### config.mk
export PLATFORM = sky130hd
export DESIGN_NAME = fetch_controller
export DESIGN_NICKNAME = d
export VERILOG_FILES = /design/src/rtl/fetch_controller_pkg.sv /design/src/rtl/fetch_controller_queue.sv /design/src/rtl/fetch_controller.sv
export SDC_FILE = /design/constraint.sdc
export NUM_CORES = 1
export LEC_CHECK = 0
export BUFFER_PORTS_ARGS = -buffer_cell sky130_fd_sc_hd__buf_2
export CAP_MARGIN = 0
export CELL_PAD_IN_SITES_DETAIL_PLACEMENT = 0
export CELL_PAD_IN_SITES_GLOBAL_PLACEMENT = 2
export CORE_MARGIN = 5
export CORE_UTILIZATION = 34
export CTS_CLUSTER_DIAMETER = 120
export DETAILED_ROUTE_END_ITERATION = 6
export PLACE_DENSITY_LB_ADDON = 0.1
export SLEW_MARGIN = 15
export SYNTH_ARGS = -nofsm -noshare
export SYNTH_HDL_FRONTEND = slang
export SYNTH_HIERARCHICAL = 1
export SYNTH_SLANG_ARGS = --single-unit
export TNS_END_PERCENT = 10
### constraint.sdc
create_clock -name clk -period 10.2 [get_ports clk]
set_clock_uncertainty 0.2 [all_clocks]
set_input_delay 1.53 -clock clk [delete_from_list [all_inputs] [get_ports clk]]
set_output_delay 1.53 -clock clk [all_outputs]
set_load 0.02 [all_outputs]
### src/rtl/fetch_controller_pkg.sv
// Shared types and constants for the instruction fetch controller and its queue.
package fetch_controller_pkg;

  localparam logic [31:0] RESET_PC    = 32'h0000_0000;
  localparam int          INST_WIDTH  = 32;
  localparam int          ENTRY_WIDTH = 32 + INST_WIDTH;

  typedef enum logic [1:0] {
    ST_FETCH = 2'd0,
    ST_HOLD  = 2'd1,
    ST_FAULT = 2'd2
  } state_e;

  typedef struct packed {
    logic [31:0]           pc;
    logic [INST_WIDTH-1:0] instr;
  } fetch_entry_t;

  function automatic logic pc_aligned(input logic [31:0] addr);
    return addr[1:0] == 2'b00;
  endfunction

endpackage

### src/rtl/fetch_controller_queue.sv
// Synchronous FIFO holding fetched {pc, instr} entries; supports flush and
// push/pop in the same cycle, including a push into a full queue that is popping.
module fetch_queue #(
  parameter int DEPTH = 2,
  parameter int WIDTH = fetch_controller_pkg::ENTRY_WIDTH
) (
  input  logic             clk,
  input  logic             reset,
  input  logic             flush,
  input  logic             push,
  input  logic             pop,
  input  logic [WIDTH-1:0] push_data,
  output logic [WIDTH-1:0] head_data,
  output logic             not_empty,
  output logic             full
);

  localparam int             PW      = (DEPTH > 1) ? $clog2(DEPTH) : 1;
  localparam int             CW      = PW + 1;
  localparam logic [CW-1:0]  DEPTH_C = CW'(DEPTH);

  logic [PW-1:0]    wr_ptr_q, wr_ptr_d;
  logic [PW-1:0]    rd_ptr_q, rd_ptr_d;
  logic [CW-1:0]    count_q, count_d;
  logic [WIDTH-1:0] mem_q [DEPTH];
  logic [WIDTH-1:0] mem_d [DEPTH];
  logic             do_push;
  logic             do_pop;

  assign not_empty = (count_q != '0);
  assign full      = (count_q == DEPTH_C);
  assign do_pop    = pop & not_empty;
  assign do_push   = push & (!full | do_pop);

  // Empty queue presents zeros so the head outputs are defined without resetting storage.
  assign head_data = not_empty ? mem_q[rd_ptr_q] : '0;

  always_comb begin
    mem_d    = mem_q;
    wr_ptr_d = wr_ptr_q;
    rd_ptr_d = rd_ptr_q;
    count_d  = count_q;
    if (flush) begin
      wr_ptr_d = '0;
      rd_ptr_d = '0;
      count_d  = '0;
    end else begin
      if (do_push) begin
        mem_d[wr_ptr_q] = push_data;
        wr_ptr_d        = wr_ptr_q + 1'b1;
      end
      if (do_pop) begin
        rd_ptr_d = rd_ptr_q + 1'b1;
      end
      count_d = count_q + CW'(do_push) - CW'(do_pop);
    end
  end

  always_ff @(posedge clk) begin
    if (reset) begin
      wr_ptr_q <= '0;
      rd_ptr_q <= '0;
      count_q  <= '0;
    end else begin
      wr_ptr_q <= wr_ptr_d;
      rd_ptr_q <= rd_ptr_d;
      count_q  <= count_d;
    end
  end

  always_ff @(posedge clk) begin
    mem_q <= mem_d;
  end

endmodule

### src/rtl/fetch_controller.sv
// Instruction fetch sequencer: owns the PC, reads the ROM, queues words for
// decode and handles redirects and fetch faults.
module fetch_controller #(
  parameter logic [31:0] RESET_PC    = fetch_controller_pkg::RESET_PC,
  parameter int          QUEUE_DEPTH = 2,
  parameter int          ROM_BYTES   = 1024
) (
  input  logic        clk,
  input  logic        reset,
  input  logic        enable,
  output logic [31:0] imem_address,
  input  logic [31:0] imem_instruction,
  input  logic        redirect,
  input  logic [31:0] redirect_target,
  output logic        inst_valid,
  input  logic        inst_ready,
  output logic [31:0] inst_data,
  output logic [31:0] inst_pc,
  output logic        fault,
  output logic [31:0] fault_pc,
  output logic [31:0] inst_count
);

  import fetch_controller_pkg::*;

  localparam logic [31:0] ROM_END = 32'(ROM_BYTES);

  state_e       state_q, state_d;
  logic [31:0]  fetch_pc_q, fetch_pc_d;
  logic [31:0]  fault_pc_q, fault_pc_d;
  logic [31:0]  inst_count_q, inst_count_d;
  logic         q_valid;
  logic         q_full;
  logic         pop;
  logic         push;
  logic         flush;
  logic         in_rom;
  logic         redirect_act;
  fetch_entry_t push_entry;
  fetch_entry_t head_entry;

  assign imem_address = fetch_pc_q;
  assign in_rom       = (fetch_pc_q < ROM_END);
  assign redirect_act = redirect && (state_q != ST_FAULT);
  assign flush        = redirect_act;
  assign pop          = q_valid & inst_ready;
  assign push         = (state_q == ST_FETCH) && enable && !redirect && in_rom
                        && (!q_full || pop);

  assign push_entry.pc    = fetch_pc_q;
  assign push_entry.instr = imem_instruction;

  fetch_queue #(
    .DEPTH (QUEUE_DEPTH),
    .WIDTH (ENTRY_WIDTH)
  ) u_queue (
    .clk       (clk),
    .reset     (reset),
    .flush     (flush),
    .push      (push),
    .pop       (pop),
    .push_data (push_entry),
    .head_data (head_entry),
    .not_empty (q_valid),
    .full      (q_full)
  );

  // Redirect outranks everything except the terminal fault state.
  always_comb begin
    state_d      = state_q;
    fetch_pc_d   = fetch_pc_q;
    fault_pc_d   = fault_pc_q;
    inst_count_d = inst_count_q + 32'(pop);
    if (redirect_act) begin
      if (pc_aligned(redirect_target)) begin
        fetch_pc_d = redirect_target;
        state_d    = ST_FETCH;
      end else begin
        state_d    = ST_FAULT;
        fault_pc_d = redirect_target;
      end
    end else begin
      case (state_q)
        ST_FETCH: begin
          if (enable && !in_rom) begin
            state_d    = ST_FAULT;
            fault_pc_d = fetch_pc_q;
          end else begin
            if (push) begin
              fetch_pc_d = fetch_pc_q + 32'd4;
            end
            if (q_full && !pop) begin
              state_d = ST_HOLD;
            end
          end
        end
        ST_HOLD: begin
          if (pop) begin
            state_d = ST_FETCH;
          end
        end
        ST_FAULT: begin
          state_d = ST_FAULT;
        end
        default: begin
          state_d = ST_FETCH;
        end
      endcase
    end
  end

  always_ff @(posedge clk) begin
    if (reset) begin
      state_q      <= ST_FETCH;
      fetch_pc_q   <= RESET_PC;
      fault_pc_q   <= '0;
      inst_count_q <= '0;
    end else begin
      state_q      <= state_d;
      fetch_pc_q   <= fetch_pc_d;
      fault_pc_q   <= fault_pc_d;
      inst_count_q <= inst_count_d;
    end
  end

  assign inst_valid = q_valid;
  assign inst_data  = head_entry.instr;
  assign inst_pc    = head_entry.pc;
  assign fault      = (state_q == ST_FAULT);
  assign fault_pc   = fault_pc_q;
  assign inst_count = inst_count_q;

endmodule

==> reports/metrics.cfg, run 1 <==
[yosys]
synth_flop_cell=edfxtp_1
netlist_top_cells_area=edfxtp_1 (40%), dfxtp_1 (21%), mux2i_1 (7.6%), nor2_1 (4.1%), nand2_1 (3.4%)
synthCells=846
seq_area_frac_synth_pct=61.7
synth-seq-cells=230
synth-compound-area-share_pct=8.28
syn_area_sq_mm=0.00953
synth_xor_xnor_area_share_pct=2.39
synthesis.nets=919
synthAdderAreaFrac_pct=0.525
synth_top_cell_area_share_pct=40.3
synth_edf_count=128
synthSimpleGateAreaFrac_pct=16.4
ys_top_cells_by_count=edfxtp_1 (128), nor2_1 (103), dfxtp_1 (102)
synth-warning-count=6
async_flop_share_pct=0
synth.area.mux_share_pct=7.56
yosysMostFrequentCell=edfxtp_1
synth_top_family_by_area=simple AND/OR/NAND/NOR gates
avgSynthCellArea_sq_um=11.3
ys_types=54
synth_top_area_cell=edfxtp_1

[grt]
grt_pass1_wl_mm=41.6
antenna_found_initial=1
grt_max_degree=66
track_usage_pct=16.7
grt_overflow_total=0
grt_pass1_vias=7027

[worst_hold_path]
worstHoldStart=state_q[0]
holdCritPathClass=reg2reg
hold-path-cell-count=1
holdPathEnd=state_q[1]

[power]
power.leakage_nw=4.49
peakVddDrop_mv=0.0856
p_clk_share_pct=41.7
internal-power_mw=1.61
power.net_switching_uw=519
seq_power_share_pct=48.6
switching_share_pct=24.4
p_per_area_mw_per_mm2=180
combPwrFrac_pct=9.7

[clock_tree]
clock_latency_ns=0.51
cts_buffers=25
cts_setup_buffers=0
htreeDepth=1
cts_tree=done
clockBufferDepth=3
clk_pin_slew_ns=0.06
root_buffer=clkbuf_16
cts_sinks=230
cts_hold_buf=0
cts_resized=0

[die]
fp.dieW_um=177
io_pins=231
dieArea_sq_mm=0.0315
placementRows=61
core_area_sq_mm=0.0277
die_h_um=177
start_util_pct=34.4

[setup_path]
end_kind=register
rrSetupSlack_ns=6.61
cp-start-kind=input port
critical_path_class=in2reg
reg2reg_depth=6
required_ns=10.14
r2r_start=imem_address[27]
path_max_fanout=42
critPathArrivalTime_ns=4.17
reg2reg_to=u_queue/mem_q[18]

[route]
wl_met3_mm=1.72
vias_per_cell=4.95
routedWlPerCell_um=18.9
drcViolationCount=0
routed.top_layer=met5
vias=7214
dr_wl_met2_mm=12.4
drt_pass1_iterations=5
totalWireLength_mm=27.6
drtIter0Drc=383
wl_met1_mm=13.1
antenna_left=0

[run_status]
status=finished clean

[timing]
setup_violations=0
finalHoldViolations=0
fin_crit_ns=4.23
setup_tns_ns=0
rsz0062_at_grt=false
fmax_mhz=236
report.final.slew_viol_count=0
slew_headroom_pct=33.6
min_period_over_period_pct=41.5
worst_pin_slew_ns=0.995

[layout]
area_delta_synth_final_pct=24.0
final_util_pct=42.7
diodes=0
drive_gt1_share_pct=27.0
num-fill-cells=2754
fin_nets=1134

[placed_design]
place.gp.congestion=0.773
hpwl_mm=18.4
numPortBuffers=230

[run]
maxCapViolCount=0

-- critical path, cell delays in order --
cell and delay (ns):
buf_2 0.13, or4b_1 0.50, a21o_1 0.26, nor3_1 0.52, o21ai_0 0.39, nor3b_2 0.27, buf_4 0.52
-- worst max path at each step --
stage                         from                 to  slack [ns]  cells after the start
after detailed placement  redirect  u_queue/mem_q[14]        5.43                      7
after global placement    redirect  u_queue/mem_q[14]        5.47                      7
final                     redirect  u_queue/mem_q[18]        5.97                      7
after CTS                 redirect  u_queue/mem_q[54]        5.96                      7
after global routing      redirect  u_queue/mem_q[15]        5.79                      7
after floorplan           redirect   u_queue/mem_q[0]        1.79                      5
-- power groups by stage --
stage	logic, mW	registers (mW)	clock network, mW
floorplan	0.102	1.07	0
global placement	0.209	1.05	0
detailed placement	0.210	1.06	0
CTS	0.211	1.04	0.920
global route	0.227	1.04	0.954
finish	0.208	1.04	0.889
-- layout by cell type (no fill, tap or decap), types with 19 or more instances in the layout --
master,instances
a21oi_1,25
nand2_1,85
buf_2,229
clkbuf_16,25
nand3_1,31
xnor2_1,19
nor2_1,102
dfxtp_1,101
edfxtp_1,128
mux2i_1,72
a311oi_1,33
nor3_1,46
o21ai_0,31
-- per-stage QoR --
step                hold WS, ns  power, mW  worst slack (ns)  area, sq um  cells
floorplan                 0.243       1.18              1.79         9530    846
detailed placement        0.277       1.27              5.43        11000   1412
global placement          0.276       1.26              5.47        11000   1412
global route              0.328       2.22              5.79        11800   1457
finish                    0.287       2.13              5.97        11800   1457
CTS                       0.286       2.17              5.96        11800   1457
-- routing by layer --
metal  up-vias  GRT usage [%]
li1       3537              -
met1      3458           24.0
met2       186           26.1
met3        31           3.58
met4         2           3.22
met5         -              0
-- layout make-up --
type | count | area (sq um) | share of cell area, %
well taps | 378 | 473 | 4.00
flip-flops and latches | 230 | 5890 | 49.8
repair buffers | 240 | 1230 | 10.4
inverters | 12 | 45.0 | 0.381
clock buffers | 33 | 676 | 5.71
clock inverters | 12 | 134 | 1.13
multi-input cells | 552 | 3380 | 28.6
-- state kept, by name, indices dropped and copies added (netlist names) --
name and count:
u_queue/wr_ptr_q 1, u_queue/rd_ptr_q 1, state_q 2, imem_address 32, u_queue/mem_q 128, u_queue/count_q 2
inst_count 32, fault_pc 32
-- cell families after synthesis --
kind of cell | count (synthesis)
DFF | 230
muxes | 72
AOI/OAI and AO/OA | 116
and+or+nand+nor | 334
buffers and inverters | 64
adders and majority gates | 4
xor gates and xnor gates | 26
No activity file was read; power rests on OpenSTA's default activity.
==> run 2: changes to the inputs <==
--- a/config.mk
+++ b/config.mk
@@ -5,12 +5,13 @@
 export SDC_FILE = /design/constraint.sdc
 export NUM_CORES = 1
 export LEC_CHECK = 0
+export ABC_AREA = 1
 export BUFFER_PORTS_ARGS = -buffer_cell sky130_fd_sc_hd__buf_2
 export CAP_MARGIN = 0
 export CELL_PAD_IN_SITES_DETAIL_PLACEMENT = 0
 export CELL_PAD_IN_SITES_GLOBAL_PLACEMENT = 2
 export CORE_MARGIN = 5
-export CORE_UTILIZATION = 34
+export CORE_UTILIZATION = 33
 export CTS_CLUSTER_DIAMETER = 120
 export DETAILED_ROUTE_END_ITERATION = 6
 export PLACE_DENSITY_LB_ADDON = 0.1
==> constraint.sdc (replaced) <==
create_clock -name clk -period 4.4 [get_ports clk]
set_clock_uncertainty 0.2 [all_clocks]
set_input_delay 0.66 -clock clk [delete_from_list [all_inputs] [get_ports clk]]
set_output_delay 0.66 -clock clk [all_outputs]
set_load 0.02 [all_outputs]
==> run 2 against run 1 <==
Net effect: area after synthesis rose by 13%; sequential cell count did not move; first-iteration DRC count is 15% higher; critical path type is now reg2out; highest routed layer unchanged.
==> reports/metrics.cfg, run 2 <==
[worst_hold_path]
holdCritPathClass=in2reg  ; was reg2reg
hold-path-cell-count=1  ; unchanged
holdPathEnd=u_queue/mem_q[67]  ; was state_q[1]
worstHoldStart=imem_instruction[3]  ; was state_q[0]

[layout]
final_area_sq_mm=0.0131  ; was 0.0118 sq mm
num-fill-cells=3346  ; was 2754
most-common-layout-cells=nand2_1 (346), buf_2 (230), nor2_1 (150)  ; was buf_2 (229), edfxtp_1 (128), nor2_1 (102)
diodes=0  ; unchanged
regMostFlops=u_queue/mem_q  ; unchanged
register_area_sq_mm=0.00589  ; about the same
multi_input_area_sq_mm=0.00409  ; was 0.00338 sq mm
area_delta_synth_final_pct=21.8  ; was 24.0%
final_util_pct=40.5  ; was 42.7%
fin_nets=1499  ; was 1134
final_common_cell=nand2_1  ; was buf_2
drive_gt1_share_pct=25.5  ; was 27.0%
largest_reg_flops=128  ; unchanged

[clock_tree]
cts_buffers=27  ; was 25
clockBufferDepth=3  ; unchanged
cts_sinks=230  ; unchanged
htreeDepth=1  ; unchanged
cts_hold_buf=0  ; unchanged
clk_pin_slew_ns=0.06  ; about the same
cts_tree=done  ; unchanged
cts_resized=0  ; unchanged
clock_latency_ns=0.53  ; was 0.51 ns
root_buffer=clkbuf_16  ; unchanged
cts_setup_buffers=0  ; unchanged

[grt]
track_usage_pct=17.2  ; was 16.7%
met3_usage_pct=2.76  ; was 3.58%
grt_pass1_wl_mm=49.4  ; was 41.6 mm
use_met1_pct=25.4  ; was 24.0%
top_usage_layer=met2  ; unchanged
grt_max_degree=66  ; unchanged
grt_overflow_total=0  ; unchanged
antenna_found_initial=1  ; unchanged
met2_usage_pct=26.7  ; was 26.1%
grt_pass1_vias=8499  ; was 7027

[run]
maxCapViolCount=0  ; unchanged

[yosys]
synth-warning-count=6  ; unchanged
yosysMostFrequentCell=nand2_1  ; was edfxtp_1
synth_flop_cell=edfxtp_1  ; unchanged
syn_area_sq_mm=0.0107  ; was 0.00953 sq mm
synthesis.nets=1288  ; was 919
synthCells=1215  ; was 846
ys_types=38  ; was 54
synthAdderAreaFrac_pct=0.466  ; was 0.525%
seq_area_frac_synth_pct=54.8  ; was 61.7%
synth.area.mux_share_pct=0  ; was 7.56%
async_flop_share_pct=0  ; unchanged
synth_xor_xnor_area_share_pct=0.571  ; was 2.39%
avgSynthCellArea_sq_um=8.84  ; was 11.3 sq um
netlist_top_cells_area=edfxtp_1 (36%), dfxtp_1 (19%), nand2_1 (12%), nor2_1 (5.3%), a21oi_1 (4.1%)  ; was edfxtp_1 (40%), dfxtp_1 (21%), mux2i_1 (7.6%), nor2_1 (4.1%), nand2_1 (3.4%)
ys_top_cells_by_count=nand2_1 (346), nor2_1 (152), edfxtp_1 (128)  ; was edfxtp_1 (128), nor2_1 (103), dfxtp_1 (102)
synth_top_cell_area_share_pct=35.8  ; was 40.3%
synth-compound-area-share_pct=8.83  ; was 8.28%
synthSimpleGateAreaFrac_pct=28.0  ; was 16.4%
synth_top_area_cell=edfxtp_1  ; unchanged
synth-seq-cells=230  ; unchanged
synth_edf_count=128  ; unchanged
synth_top_family_by_area=simple AND/OR/NAND/NOR gates  ; unchanged

[route]
vias_per_cell=4.61  ; was 4.95
drt_pass1_iterations=5  ; unchanged
drtIter0Drc=442  ; was 383
vias=8705  ; was 7214
routedWlPerCell_um=17.0  ; was 18.9 um
drcViolationCount=0  ; unchanged
antenna_left=0  ; unchanged
totalWireLength_mm=32.1  ; was 27.6 mm

[timing]
rsz0062_at_grt=false  ; unchanged
setup_violations=0  ; unchanged
min_period_over_period_pct=72.1
report.final.slew_viol_count=0  ; unchanged
finalHoldViolations=0  ; unchanged
fin_crit_ns=3.17
fmax_mhz=315
slew_headroom_pct=31.1  ; was 33.6%
worst_pin_slew_ns=1.03  ; was 0.995 ns

[setup_path]
crit_start=u_queue/count_q[1]  ; was redirect
critical_path_class=reg2out  ; was in2reg
end_kind=output pin  ; was register
required_ns=3.54  ; was 10.14 ns
cp-start-kind=register  ; was input port
critPathArrivalTime_ns=2.31  ; was 4.17 ns
reg2reg_to=u_queue/mem_q[45]  ; was u_queue/mem_q[18]
r2r_start=u_queue/count_q[1]  ; was imem_address[27]
path_max_fanout=29  ; was 42
rrSetupSlack_ns=1.50  ; was 6.61 ns
reg2reg_depth=11  ; was 6

[die]
core_area_sq_mm=0.0323  ; was 0.0277 sq mm
fp.dieW_um=190  ; was 177 um
dieArea_sq_mm=0.0362  ; was 0.0315 sq mm
start_util_pct=33.3  ; was 34.4%
io_pins=231  ; unchanged
placementRows=66  ; was 61
die_h_um=190  ; was 177 um

[placed_design]
hpwl_mm=22.2  ; was 18.4 mm
numPortBuffers=230  ; unchanged
place.gp.congestion=0.814  ; was 0.773
place_area_sq_mm=0.0121  ; was 0.0110 sq mm

[power]
power.leakage_nw=5.73  ; was 4.49 nW
p_per_area_mw_per_mm2=424  ; was 180 mW/mm^2
peakVddDrop_mv=0.261  ; was 0.0856 mV

[run_status]
status=finished clean  ; unchanged

[run 2: changes by cell type in the layout (fill, tap and decap cells not counted), moves of 21 or more]
cell,change
nand3_1,+28
nor2_1,+48
a21oi_1,+63
a21oi_2,+30
mux2i_1,-72
inv_1,+84
nand2_4,+31
nand2_1,+261
nor3_1,-31
a311oi_1,-33
nand4_1,+21
[run 2: worst max path at each step]
stage / end / depth (start not counted)
global route: inst_data[19] / 4
CTS: inst_data[19] / 4
floorplan: u_queue/mem_q[0] / 10
finish: inst_data[19] / 4
global placement: fault_pc[31] / 8
detailed placement: fault_pc[29] / 8
[run 2: stage by stage]
step	setup TNS (ns)	cells	hold WS [ns]	worst slack (ns)	power, mW
finish	0	1889	0.114	1.23	5.54
global route	0	1889	0.0923	1.07	5.81
CTS	0	1889	0.0852	1.14	5.64
detailed placement	0	1839	0.267	1.28	3.23
global placement	0	1839	0.261	1.30	3.23
floorplan	-14.48	1215	0.280	-0.226	3.00
[run 2: worst max-delay path, cell delays in order (launching register included)]
cell	delay, ns
dfxtp_1	0.35
nor2_4	0.68
buf_4	0.44
a21oi_1	0.10
buf_2	0.18
[run 2: kinds of logic after synthesis]
logic type               count (synthesis)
AO/OA/AOI/OAI                          162
XOR/XNOR                                 7
flip-flops                             230
AND/OR/NAND/NOR                        656
buffers and inverters                  156
adder cells (fa/ha/maj)                  4
[run 2: final cells by class]
class                           count  share of cell area, %
Multi-Input combinational cell    829                   31.3
Timing Repair Buffer              239                   9.41
Tap cell                          442                   4.23
Inverter                           99                   2.86
Clock buffer                       34                   5.44
Sequential cell                   230                   45.0
Clock inverter                     16                   1.78
[run 2: power by group]
part	internal, mW	total, mW	switching, mW
clock	1.49	2.37	0.881
sequential	2.35	2.45	0.101
combinational	0.216	0.718	0.502
[run 2: per-layer routing]
metal,up-vias,wire (um)
li1,4423,-
met2,224,14200
met3,41,1910
met4,2,597
met5,-,12
met1,4015,15400
==> run 3: changes to the inputs <==
==> constraint.sdc (replaced) <==
create_clock -name clk -period 2.92 [get_ports clk]
set_clock_uncertainty 0.2 [all_clocks]
set_input_delay 0.438 -clock clk [delete_from_list [all_inputs] [get_ports clk]]
set_output_delay 0.438 -clock clk [all_outputs]
set_load 0.02 [all_outputs]
==> run 3 against run 2 <==
Net effect: combinational power up 57%; first-iteration DRC count down 9.0%; via count up 1.1%; register-to-register slack worse by 1.1 ns; sequential power up 51%; utilization up 1.1 points; sequential cell count unchanged; sequential share of layout area down 0.92 points; critical path type unchanged.
==> reports/metrics.cfg, run 3 (synthesis results as in run 2) <==
[run_status]
status=finished clean  ; unchanged

[grt]
grt_pass1_vias=8611  ; was 8499
grt_overflow_total=0  ; unchanged
met3_usage_pct=3.26  ; was 2.76%
grt_max_degree=71  ; was 66
top_usage_layer=met2  ; unchanged
use_met1_pct=24.8  ; was 25.4%
track_usage_pct=17.3  ; was 17.2%
met2_usage_pct=27.8  ; was 26.7%
grt_pass1_wl_mm=50.0  ; was 49.4 mm
antenna_found_initial=2  ; was 1

[setup_path]
reg2reg_to=inst_count[22]  ; was u_queue/mem_q[45]
critical_path_class=reg2out  ; unchanged
crit_path_cell_trace=inv_4, buf_4, nand2_1, a21oi_1, buf_2  ; was nor2_4, buf_4, a21oi_1, buf_2
reg2reg_depth=14  ; was 11
critPathArrivalTime_ns=2.12  ; was 2.31 ns
crit_start=u_queue/rd_ptr_q  ; was u_queue/count_q[1]
required_ns=2.28  ; was 3.54 ns
r2r_start=u_queue/count_q[1]  ; unchanged
end_kind=output pin  ; unchanged
path_max_fanout=20  ; was 29
rrSetupSlack_ns=0.40  ; was 1.50 ns
cp-start-kind=register  ; unchanged
endpoint=inst_pc[30]  ; was inst_data[19]
cp_slowest_cell=dfxtp_2  ; was nor2_4
critical_path.max_stage_delay_ns=0.49  ; was 0.68 ns

[worst_hold_path]
hold-path-cell-count=5  ; was 1
holdCritPathClass=in2reg  ; unchanged

[route]
totalWireLength_mm=32.4  ; was 32.1 mm
drtIter0Drc=402  ; was 442
vias_per_cell=4.57  ; was 4.61
vias=8802  ; was 8705
routedWlPerCell_um=16.8  ; was 17.0 um
drcViolationCount=0  ; unchanged
antenna_left=0  ; unchanged
drt_pass1_iterations=4  ; was 5

[clock_tree]
htreeDepth=1  ; unchanged
root_buffer=clkbuf_16  ; unchanged
cts_buffers=27  ; unchanged
cts_tree=done  ; unchanged
cts_sinks=230  ; unchanged
clockBufferDepth=3  ; unchanged
clk_pin_slew_ns=0.06  ; about the same
cts_setup_buffers=0  ; unchanged
clock_latency_ns=0.53  ; about the same

[layout]
regMostFlops=u_queue/mem_q  ; unchanged
final_area_sq_mm=0.0134  ; was 0.0131 sq mm
area_delta_synth_final_pct=25.2  ; was 21.8%
num-fill-cells=3302  ; was 3346
most-common-layout-cells=nand2_1 (343), buf_2 (230), nor2_1 (149)  ; was nand2_1 (346), buf_2 (230), nor2_1 (150)
final_common_cell=nand2_1  ; unchanged
fin_nets=1537  ; was 1499
drive_gt1_share_pct=27.1  ; was 25.5%
largest_reg_flops=128  ; unchanged
diodes=0  ; unchanged

[die]
dieArea_sq_mm=0.0362  ; unchanged
core_area_sq_mm=0.0323  ; unchanged
placementRows=66  ; unchanged
die_h_um=190  ; unchanged
start_util_pct=33.3  ; unchanged
io_pins=231  ; unchanged
fp.dieW_um=190  ; unchanged

[timing]
report.final.slew_viol_count=0  ; unchanged
setup_violations=0  ; unchanged
worst_pin_slew_ns=0.631  ; was 1.03 ns
rsz0062_at_grt=false  ; unchanged
min_period_over_period_pct=94.4
fin_crit_ns=2.76
slew_headroom_pct=57.8  ; was 31.1%
setup_tns_ns=0  ; unchanged
finalHoldViolations=0  ; unchanged
fmax_mhz=363

[power]
p_per_area_mw_per_mm2=595  ; was 424 mW/mm^2
switching_share_pct=27.7  ; was 26.8%
p_clk_share_pct=39.7  ; was 42.8%
power.leakage_nw=5.87  ; was 5.73 nW
combPwrFrac_pct=14.2  ; was 12.9%
power.net_switching_mw=2.21  ; was 1.48 mW
seq_power_share_pct=46.1  ; was 44.2%
power.total_mw=8.00  ; was 5.54 mW
internal-power_mw=5.79  ; was 4.06 mW
peakVddDrop_mv=0.381  ; was 0.261 mV

[run]
maxCapViolCount=0  ; unchanged

[placed_design]
place_area_sq_mm=0.0123  ; was 0.0121 sq mm
hpwl_mm=22.6  ; was 22.2 mm
numPortBuffers=230  ; unchanged
place.gp.congestion=0.811  ; was 0.814

run 3: worst min path at each step:
stage | endpoint | slack [ns] | start
2_1_floorplan | u_queue/mem_q[115] | 0.29 | imem_address[19]
3_3_place_gp | u_queue/mem_q[54] | 0.24 | imem_address[22]
3_5_place_dp | fault_pc[29] | 0.25 | fault_pc[29]
4_1_cts | imem_address[27] | 0.009 | redirect_target[27]
5_1_grt | imem_address[27] | 0.02 | redirect_target[27]
6_report | imem_address[27] | 0.03 | redirect_target[27]
run 3: layout make-up:
cell class / instances / area (sq um) / area share (%)
Sequential cell: 230 / 5920 / 44.1
Multi-Input combinational cell: 829 / 4110 / 30.6
Timing Repair Buffer: 277 / 1650 / 12.3
Clock buffer: 42 / 762 / 5.67
Tap cell: 442 / 553 / 4.12
Inverter: 99 / 374 / 2.78
Clock inverter: 8 / 68.8 / 0.512
run 3: power by group through the flow:
stage | Combinational (mW) | Sequential, mW | Clock [mW]
3_3_place_gp | 1.12 | 3.76 | 0
3_5_place_dp | 1.12 | 3.76 | 0
4_1_cts | 1.16 | 3.69 | 3.30
2_1_floorplan | 0.706 | 3.83 | 0
5_1_grt | 1.26 | 3.71 | 3.45
6_report | 1.13 | 3.69 | 3.18
run 3: worst max-delay path: cells and delay by family (launching register included):
kind | cells | cell delay [ns]
buffers and inverters | 3 | 0.74
DFF | 1 | 0.49
and+or+nand+nor | 1 | 0.08
AOI/OAI and AO/OA | 1 | 0.25
run 3: through the flow:
step	setup WS [ns]	std cells	util, %	hold slack (ns)
after floorplan	-0.286	1215	-	0.293
after global placement	0.391	1845	38.0	0.240
after detailed placement	0.368	1845	38.0	0.252
after CTS	0.0348	1927	41.6	0.00879
after global routing	0.0134	1927	41.6	0.0245
final	0.165	1927	41.6	0.0313
run 3: layer usage:
layer	share of wire [%]	routed length, um	vias up
met2	45	14700	196
met1	48	15600	4075
met5	0.059	19	-
li1	-	-	4494
met4	1.2	394	4
met3	5.2	1700	33
run 3: what timing repair did:
item / 4_1_cts / 5_1_grt
endpoints found under the setup margin: 0 / 4
endpoints found under the hold margin: 64 / 0
hold buffers: 32 / 0
resized for setup: 0 / 1
